File: src/rtl/riot_timer_ctrl_pkg.sv
// Shared constants for the 6532-style timer controller: prescale modes,
// address-bit decode positions and flag-byte layout.
package riot_timer_ctrl_pkg;
  localparam logic [1:0] C_TIM_0001T = 2'b00;
  localparam logic [1:0] C_TIM_0008T = 2'b01;
  localparam logic [1:0] C_TIM_0064T = 2'b10;
  localparam logic [1:0] C_TIM_1024T = 2'b11;

  localparam int A_TIMER_SEL = 4;
  localparam int A_IRQ_EN    = 3;
  localparam int A_FLAG_SEL  = 0;
  localparam int A_PIE       = 1;
  localparam int A_POL       = 0;

  localparam int F_TF = 7;
  localparam int F_PF = 6;

  function automatic logic [7:0] flag_byte(input logic tf, input logic pf);
    logic [7:0] b;
    b       = '0;
    b[F_TF] = tf;
    b[F_PF] = pf;
    return b;
  endfunction
endpackage

File: src/rtl/riot_timer_ctrl_if.sv
// CPU-side bus of the timer controller: access strobes, read data and IRQ.
interface riot_timer_ctrl_if;
  logic       CS;
  logic       RW;
  logic [4:0] A;
  logic [7:0] DIN;
  logic [7:0] DOUT;
  logic       IRQ_N;

  modport master (output CS, RW, A, DIN, input DOUT, IRQ_N);
  modport slave  (input CS, RW, A, DIN, output DOUT, IRQ_N);
endinterface

File: src/rtl/riot_edge_det.sv
// PA7 synchronizer and polarity-selectable edge detector; match is a
// one-cycle pulse derived only from synchronized history.
module riot_edge_det #(
  parameter int PA7_SYNC = 2
) (
  input  logic CLK,
  input  logic RES,
  input  logic pin,
  input  logic pol,
  output logic match
);
  logic [PA7_SYNC-1:0] sync;
  logic                prev;
  logic                s;

  assign s = sync[PA7_SYNC-1];

  always_ff @(posedge CLK or posedge RES) begin
    if (RES) begin
      sync <= '0;
      prev <= 1'b0;
    end else begin
      sync <= PA7_SYNC'({sync, pin});
      prev <= s;
    end
  end

  // pol only selects which transition counts; it never feeds the history
  assign match = pol ? (s & ~prev) : (~s & prev);
endmodule

File: src/rtl/riot_timer_ctrl.sv
// Bus-side controller for the interval timer: load strobes, count readback,
// timer/PA7 interrupt flags and IRQ_N generation.
module riot_timer_ctrl
  import riot_timer_ctrl_pkg::*;
#(
  parameter int PA7_SYNC = 2,
  parameter bit IRQ_REG  = 1'b1
) (
  input  logic                    CLK,
  input  logic                    RES,
  riot_timer_ctrl_if.slave        bus,
  input  logic                    PA7,
  input  logic [7:0]              TIM_OUT,
  output logic                    TIM_WE,
  output logic [1:0]              TIM_MODE,
  output logic [7:0]              TIM_IN
);
  logic       tie, pie, pol, tf, pf;
  logic [7:0] prev_cnt, dout;
  logic       irq, irq_n_q, match;
  logic       wr, rd, ld, ec, rd_cnt, rd_flg, uf;
  logic       unused_a2;

  assign unused_a2 = bus.A[2];

  assign wr     = bus.CS & ~bus.RW;
  assign rd     = bus.CS &  bus.RW;
  assign ld     = wr &  bus.A[A_TIMER_SEL];
  assign ec     = wr & ~bus.A[A_TIMER_SEL];
  assign rd_cnt = rd & ~bus.A[A_FLAG_SEL];
  assign rd_flg = rd &  bus.A[A_FLAG_SEL];

  // a load of 0xFF lands while TIM_WE is high, so it is not an underflow
  assign uf  = (prev_cnt == 8'h00) && (TIM_OUT == 8'hFF) && !TIM_WE;
  assign irq = (tf & tie) | (pf & pie);

  riot_edge_det #(.PA7_SYNC(PA7_SYNC)) u_edge (
    .CLK   (CLK),
    .RES   (RES),
    .pin   (PA7),
    .pol   (pol),
    .match (match)
  );

  always_ff @(posedge CLK or posedge RES) begin
    if (RES) begin
      dout     <= '0;
      TIM_WE   <= 1'b0;
      TIM_MODE <= C_TIM_0001T;
      TIM_IN   <= '0;
      tie      <= 1'b0;
      pie      <= 1'b0;
      pol      <= 1'b0;
      tf       <= 1'b0;
      pf       <= 1'b0;
      prev_cnt <= '0;
      irq_n_q  <= 1'b1;
    end else begin
      TIM_WE <= ld;
      if (ld) begin
        TIM_MODE <= bus.A[1:0];
        TIM_IN   <= bus.DIN;
      end
      if (ld | rd_cnt) tie <= bus.A[A_IRQ_EN];
      if (ec) begin
        pie <= bus.A[A_PIE];
        pol <= bus.A[A_POL];
      end
      if (rd_cnt)      dout <= TIM_OUT;
      else if (rd_flg) dout <= flag_byte(tf, pf);
      // set beats clear on both flags
      tf       <= uf | (tf & ~(ld | rd_cnt));
      pf       <= match | (pf & ~rd_flg);
      prev_cnt <= TIM_OUT;
      irq_n_q  <= ~irq;
    end
  end

  assign bus.DOUT  = dout;
  assign bus.IRQ_N = IRQ_REG ? irq_n_q : ~irq;
endmodule
File: src/flat_wrapper.sv
// flat-port wrapper written by rule: the top's interface ports become plain ports
module riot_timer_ctrl_flat import riot_timer_ctrl_pkg::*;
#(
  parameter int PA7_SYNC = 2,
  parameter bit IRQ_REG  = 1'b1
)
  (CLK, RES, PA7, TIM_OUT, TIM_WE, TIM_MODE, TIM_IN, bus_CS, bus_RW, bus_A, bus_DIN, bus_DOUT, bus_IRQ_N);
  riot_timer_ctrl_if bus_i ();
  input  logic CLK;
  input  logic RES;
  input  logic PA7;
  input  logic [7:0] TIM_OUT;
  output logic TIM_WE;
  output logic [1:0] TIM_MODE;
  output logic [7:0] TIM_IN;
  input wire logic [$bits(bus_i.CS)-1:0] bus_CS;
  input wire logic [$bits(bus_i.RW)-1:0] bus_RW;
  input wire logic [$bits(bus_i.A)-1:0] bus_A;
  input wire logic [$bits(bus_i.DIN)-1:0] bus_DIN;
  output wire logic [$bits(bus_i.DOUT)-1:0] bus_DOUT;
  output wire logic [$bits(bus_i.IRQ_N)-1:0] bus_IRQ_N;
  assign bus_i.CS = bus_CS;
  assign bus_i.RW = bus_RW;
  assign bus_i.A = bus_A;
  assign bus_i.DIN = bus_DIN;
  assign bus_DOUT = bus_i.DOUT;
  assign bus_IRQ_N = bus_i.IRQ_N;
  riot_timer_ctrl #(.PA7_SYNC(PA7_SYNC), .IRQ_REG(IRQ_REG)) u_core (.CLK(CLK), .RES(RES), .bus(bus_i), .PA7(PA7), .TIM_OUT(TIM_OUT), .TIM_WE(TIM_WE), .TIM_MODE(TIM_MODE), .TIM_IN(TIM_IN));
endmodule
File: config.mk
export PLATFORM = sky130hd
export DESIGN_NAME = riot_timer_ctrl_flat
export DESIGN_NICKNAME = d
export VERILOG_FILES = /design/src/rtl/riot_timer_ctrl_pkg.sv /design/src/rtl/riot_timer_ctrl_if.sv /design/src/rtl/riot_edge_det.sv /design/src/rtl/riot_timer_ctrl.sv /design/src/flat_wrapper.sv
export SDC_FILE = /design/constraint.sdc
export NUM_CORES = 1
export LEC_CHECK = 0
export ABC_AREA = 1
export CAP_MARGIN = 5
export CORE_MARGIN = 2
export CORE_UTILIZATION = 39
export DETAILED_ROUTE_END_ITERATION = 12
export PLACE_DENSITY = 0.74
export SYNTH_ARGS = -nofsm -noshare
export SYNTH_HDL_FRONTEND = slang
export SYNTH_SLANG_ARGS = --single-unit
File: constraint.sdc
create_clock -name CLK -period 1 [get_ports CLK]
set_clock_uncertainty 0.1 [all_clocks]
set_input_delay 0.1 -clock CLK [delete_from_list [all_inputs] [get_ports CLK]]
set_output_delay 0.1 -clock CLK [all_outputs]
set_load 0.05 [all_outputs]
==> impl_metrics.toml, run 1 <==
[sta]
setup_viol_count_final = 21
setup_tns_after_final_layout_ns = -2.79
finalCritPeriodShare_pct = 123
tightest_slew_ns = 0.154
rsz_0062_raised_after_global_routing = "yes"
timing.max_slew.rel_slack_pct = 89.6
final_setup_slack_of_the_worst_path_ns = -0.230
clock.fmax_mhz = 813
timing.final.hold_violations = 0
finalMaxSlewViolations = 0
finalCriticalPeriod_ns = 1.23

[status]
failed_checks = "negative setup slack"
outcome = "finished with violations"

[final_layout]
num-fill-cells = 235
drive_above_1_share_pct = 32.7
area.growth.synth_to_final_pct = 75.7
nNetsFinal = 221
num_antenna_cells = 0
postLayoutCoreUtil_pct = 70.4

[synth]
synth_edf_count = 0
asyncSetResetFlopFracSynth_pct = 100
synth_top_area_share_pct = 66.6
synth.top_cells.by_count = "sky130_fd_sc_hd__nand2_1 (44), sky130_fd_sc_hd__dfrtp_1 (35), sky130_fd_sc_hd__inv_1 (10), sky130_fd_sc_hd__a22o_1 (7), sky130_fd_sc_hd__nor2_1 (7)"
synth_most_common_cell = "sky130_fd_sc_hd__nand2_1"
synth_top_cell_by_area = "sky130_fd_sc_hd__dfrtp_1"
ys_dominant_reg_cell = "sky130_fd_sc_hd__dfrtp_1"
yosys_warnings = 0
postSynthRegisterBits = 36
syn_inst = 125
mappedNetlistNets = 151
syn_area_per_cell_sq_um = 10.5
synth.cell_area_sq_mm = 0.00132
synthDistinctLibCells = 17
netlist_top_cells_area = "sky130_fd_sc_hd__dfrtp_1 (67%), sky130_fd_sc_hd__nand2_1 (13%), sky130_fd_sc_hd__a22o_1 (4.7%)"
seq_total_area_yosys_pct = 68.6

[cts]
clk_path_buf_depth = 2
cts_root_buffer = "sky130_fd_sc_hd__clkbuf_4"
insertion_delay_ns = 0.34
cts.htree.levels = 2
tritoncts_clock_tree = "built"
cts.sink_count = 36
cts_buffers = 5
clkSlewWorstSetupHoldPaths_ns = 0.11

[pwr]
design_power_total_mw = 4.19
leakagePower_nw = 1.10
p_per_area_mw_per_mm2 = 1810
worst_ir_drop_vdd_v = 0.00108

[drt]
drt-vias-per-instance = 4.57
ant_nets = 0
dr_iter_0_viols = 40
postRouteWirelength_mm = 3.25
drt_pre_antenna_iters = 4
drc = 0
vias = 1106
route.detailed.wl_per_inst_microns = 13.4

[setup_path]
critical_path.max_fanout = 1
timing.critical_path.slowest_cell_delay_ns = 0.56
crit_path_start = "u_core.bus.IRQ_N"
critical_path.slowest_cell = "sky130_fd_sc_hd__dfstp_2"
timing.critical_path.to_type = "primary output"
worst_r2r_startpoint = "u_core.TIM_WE"
buffer_and_inverter_count_on_the_worst_path = 1
timing.critical_path.max_delay_family = "flip-flops"
criticalPathCategory = "reg -> out"
worstPathRequired_ns = 0.80
worstPathArrival_ns = 1.03
worstSetupStartpointType = "flip-flop"
critical_path.cell_chain = "buf_12"

[grt]
wire_length_of_the_first_global_routing_pass_mm = 4.95
grt_pass1_vias = 1109
grt-ovfl-total = 0
gr-usage-all-layers_pct = 18.7
grt_antenna_before_repair = 0
largest_net_degree_at_the_start_of_global_routing = 12

[placement]
dp_hpwl_mm = 2.56
io_buffer_count = 44
gp_congestion = 0.758

[floorplanning]
fp.dieW_microns = 62.1
num_io_pins = 46
fp-row-count = 21
core_sq_mm = 0.00328
floorplan.initialDensity_pct = 40.0
dieArea_sq_mm = 0.00385
die_y_microns = 62.1

[min_path]
min-delay-path-class = "in -> async"

[run]
maxcap_viol_count = 0
[final timing paths]
kind	slack, ns	end	depth (start not counted)
min in group CLK	0.10	u_core.u_edge.sync[0]	1
worst min register to register	0.26	u_core.u_edge.sync[1]	0
max in group asynchronous	0.11	u_core.pol	3
worst max register to register	-0.05	u_core.tf	5
worst min-delay path	0.08	u_core.TIM_IN[3]	3
worst max-delay path	-0.23	bus_IRQ_N	1
[routing by layer]
| metal | share of wire (%) | vias up | wire [microns] | GRT usage [%] |
|---|---|---|---|---|
| met2 | 55 | 35 | 1780 | 30.8 |
| met1 | 38 | 525 | 1250 | 22.4 |
| li1 | - | 538 | - | - |
| met5 | 0 | - | 0 | 0 |
| met4 | 1.9 | 0 | 62 | 10.3 |
| met3 | 4.9 | 8 | 158 | 4.55 |
[flip-flops by register name, indices dropped and copies added, names as in the netlist, 2 cells and up]
name / cells
u_core.TIM_IN: 8
u_core.TIM_MODE: 2
u_core.prev_cnt: 8
u_core.u_edge.sync: 2
u_core.bus.DOUT: 8
[what timing repair did]
item	CTS	global route
resized for setup	4	3
endpoints found under the setup margin	29	23
setup buffers	2	1
hold buffers	1	0
endpoints found under the hold margin	3	0
[final cells by class]
cell class                 count  area (sq um)  area share (%)
sequential                    36           911            39.4
timing repair buffer          65           828            35.8
multi-input combinational     76           372            16.1
clock buffer                   7          65.1            2.82
tap                           46          57.6            2.49
inverter                      11          47.5            2.06
clock inverter                 1          30.0            1.30
[power by group]
part	leakage, nW	internal [mW]	switching, mW
Combinational	0.614	0.656	0.629
Sequential	0.433	1.62	0.151
Clock	0.0515	0.664	0.469
Total	1.10	2.94	1.25
[layout by cell type, fill, tap and decap left out, types with 6 or more instances in the layout]
| master | netlist | routed |
|---|---|---|
| sky130_fd_sc_hd__nor2_1 | 7 | 6 |
| sky130_fd_sc_hd__buf_12 | 0 | 22 |
| sky130_fd_sc_hd__dfrtp_2 | 0 | 7 |
| sky130_fd_sc_hd__inv_1 | 10 | 9 |
| sky130_fd_sc_hd__nand2_1 | 44 | 43 |
| sky130_fd_sc_hd__a22o_1 | 7 | 7 |
| sky130_fd_sc_hd__dfrtp_1 | 35 | 28 |
| sky130_fd_sc_hd__clkdlybuf4s50_1 | 0 | 23 |
| sky130_fd_sc_hd__buf_4 | 0 | 17 |
[per-stage QoR]
| step | instances | setup WS (ns) | area (sq um) | hold slack [ns] |
|---|---|---|---|---|
| finish | 242 | -0.230 | 2310 | 0.0824 |
| global route | 242 | -0.247 | 2310 | 0.103 |
| CTS | 241 | -0.245 | 2300 | 0.0725 |
| detailed placement | 230 | -0.412 | 2170 | 0.238 |
| global placement | 230 | -0.366 | 2170 | 0.233 |
| floorplan | 125 | -0.00346 | 1330 | -0.0472 |
[logic make-up after synthesis]
family / synth area share, %
buffers and inverters: 3.90
AND/OR/NAND/NOR: 20.0
flip-flops: 68.6
AO/OA/AOI/OAI: 7.52
(Power assumes the default switching activity.)
==> inputs of run 2 (changes only) <==
--- a/config.mk
+++ b/config.mk
@@ -11,6 +11,7 @@
 export CORE_UTILIZATION = 39
 export DETAILED_ROUTE_END_ITERATION = 12
 export PLACE_DENSITY = 0.74
+export SLEW_MARGIN = 30
 export SYNTH_ARGS = -nofsm -noshare
 export SYNTH_HDL_FRONTEND = slang
 export SYNTH_SLANG_ARGS = --single-unit
==> results of run 2 <==
Same layout as run 1: the final DEF is identical, and so are final timing and power.
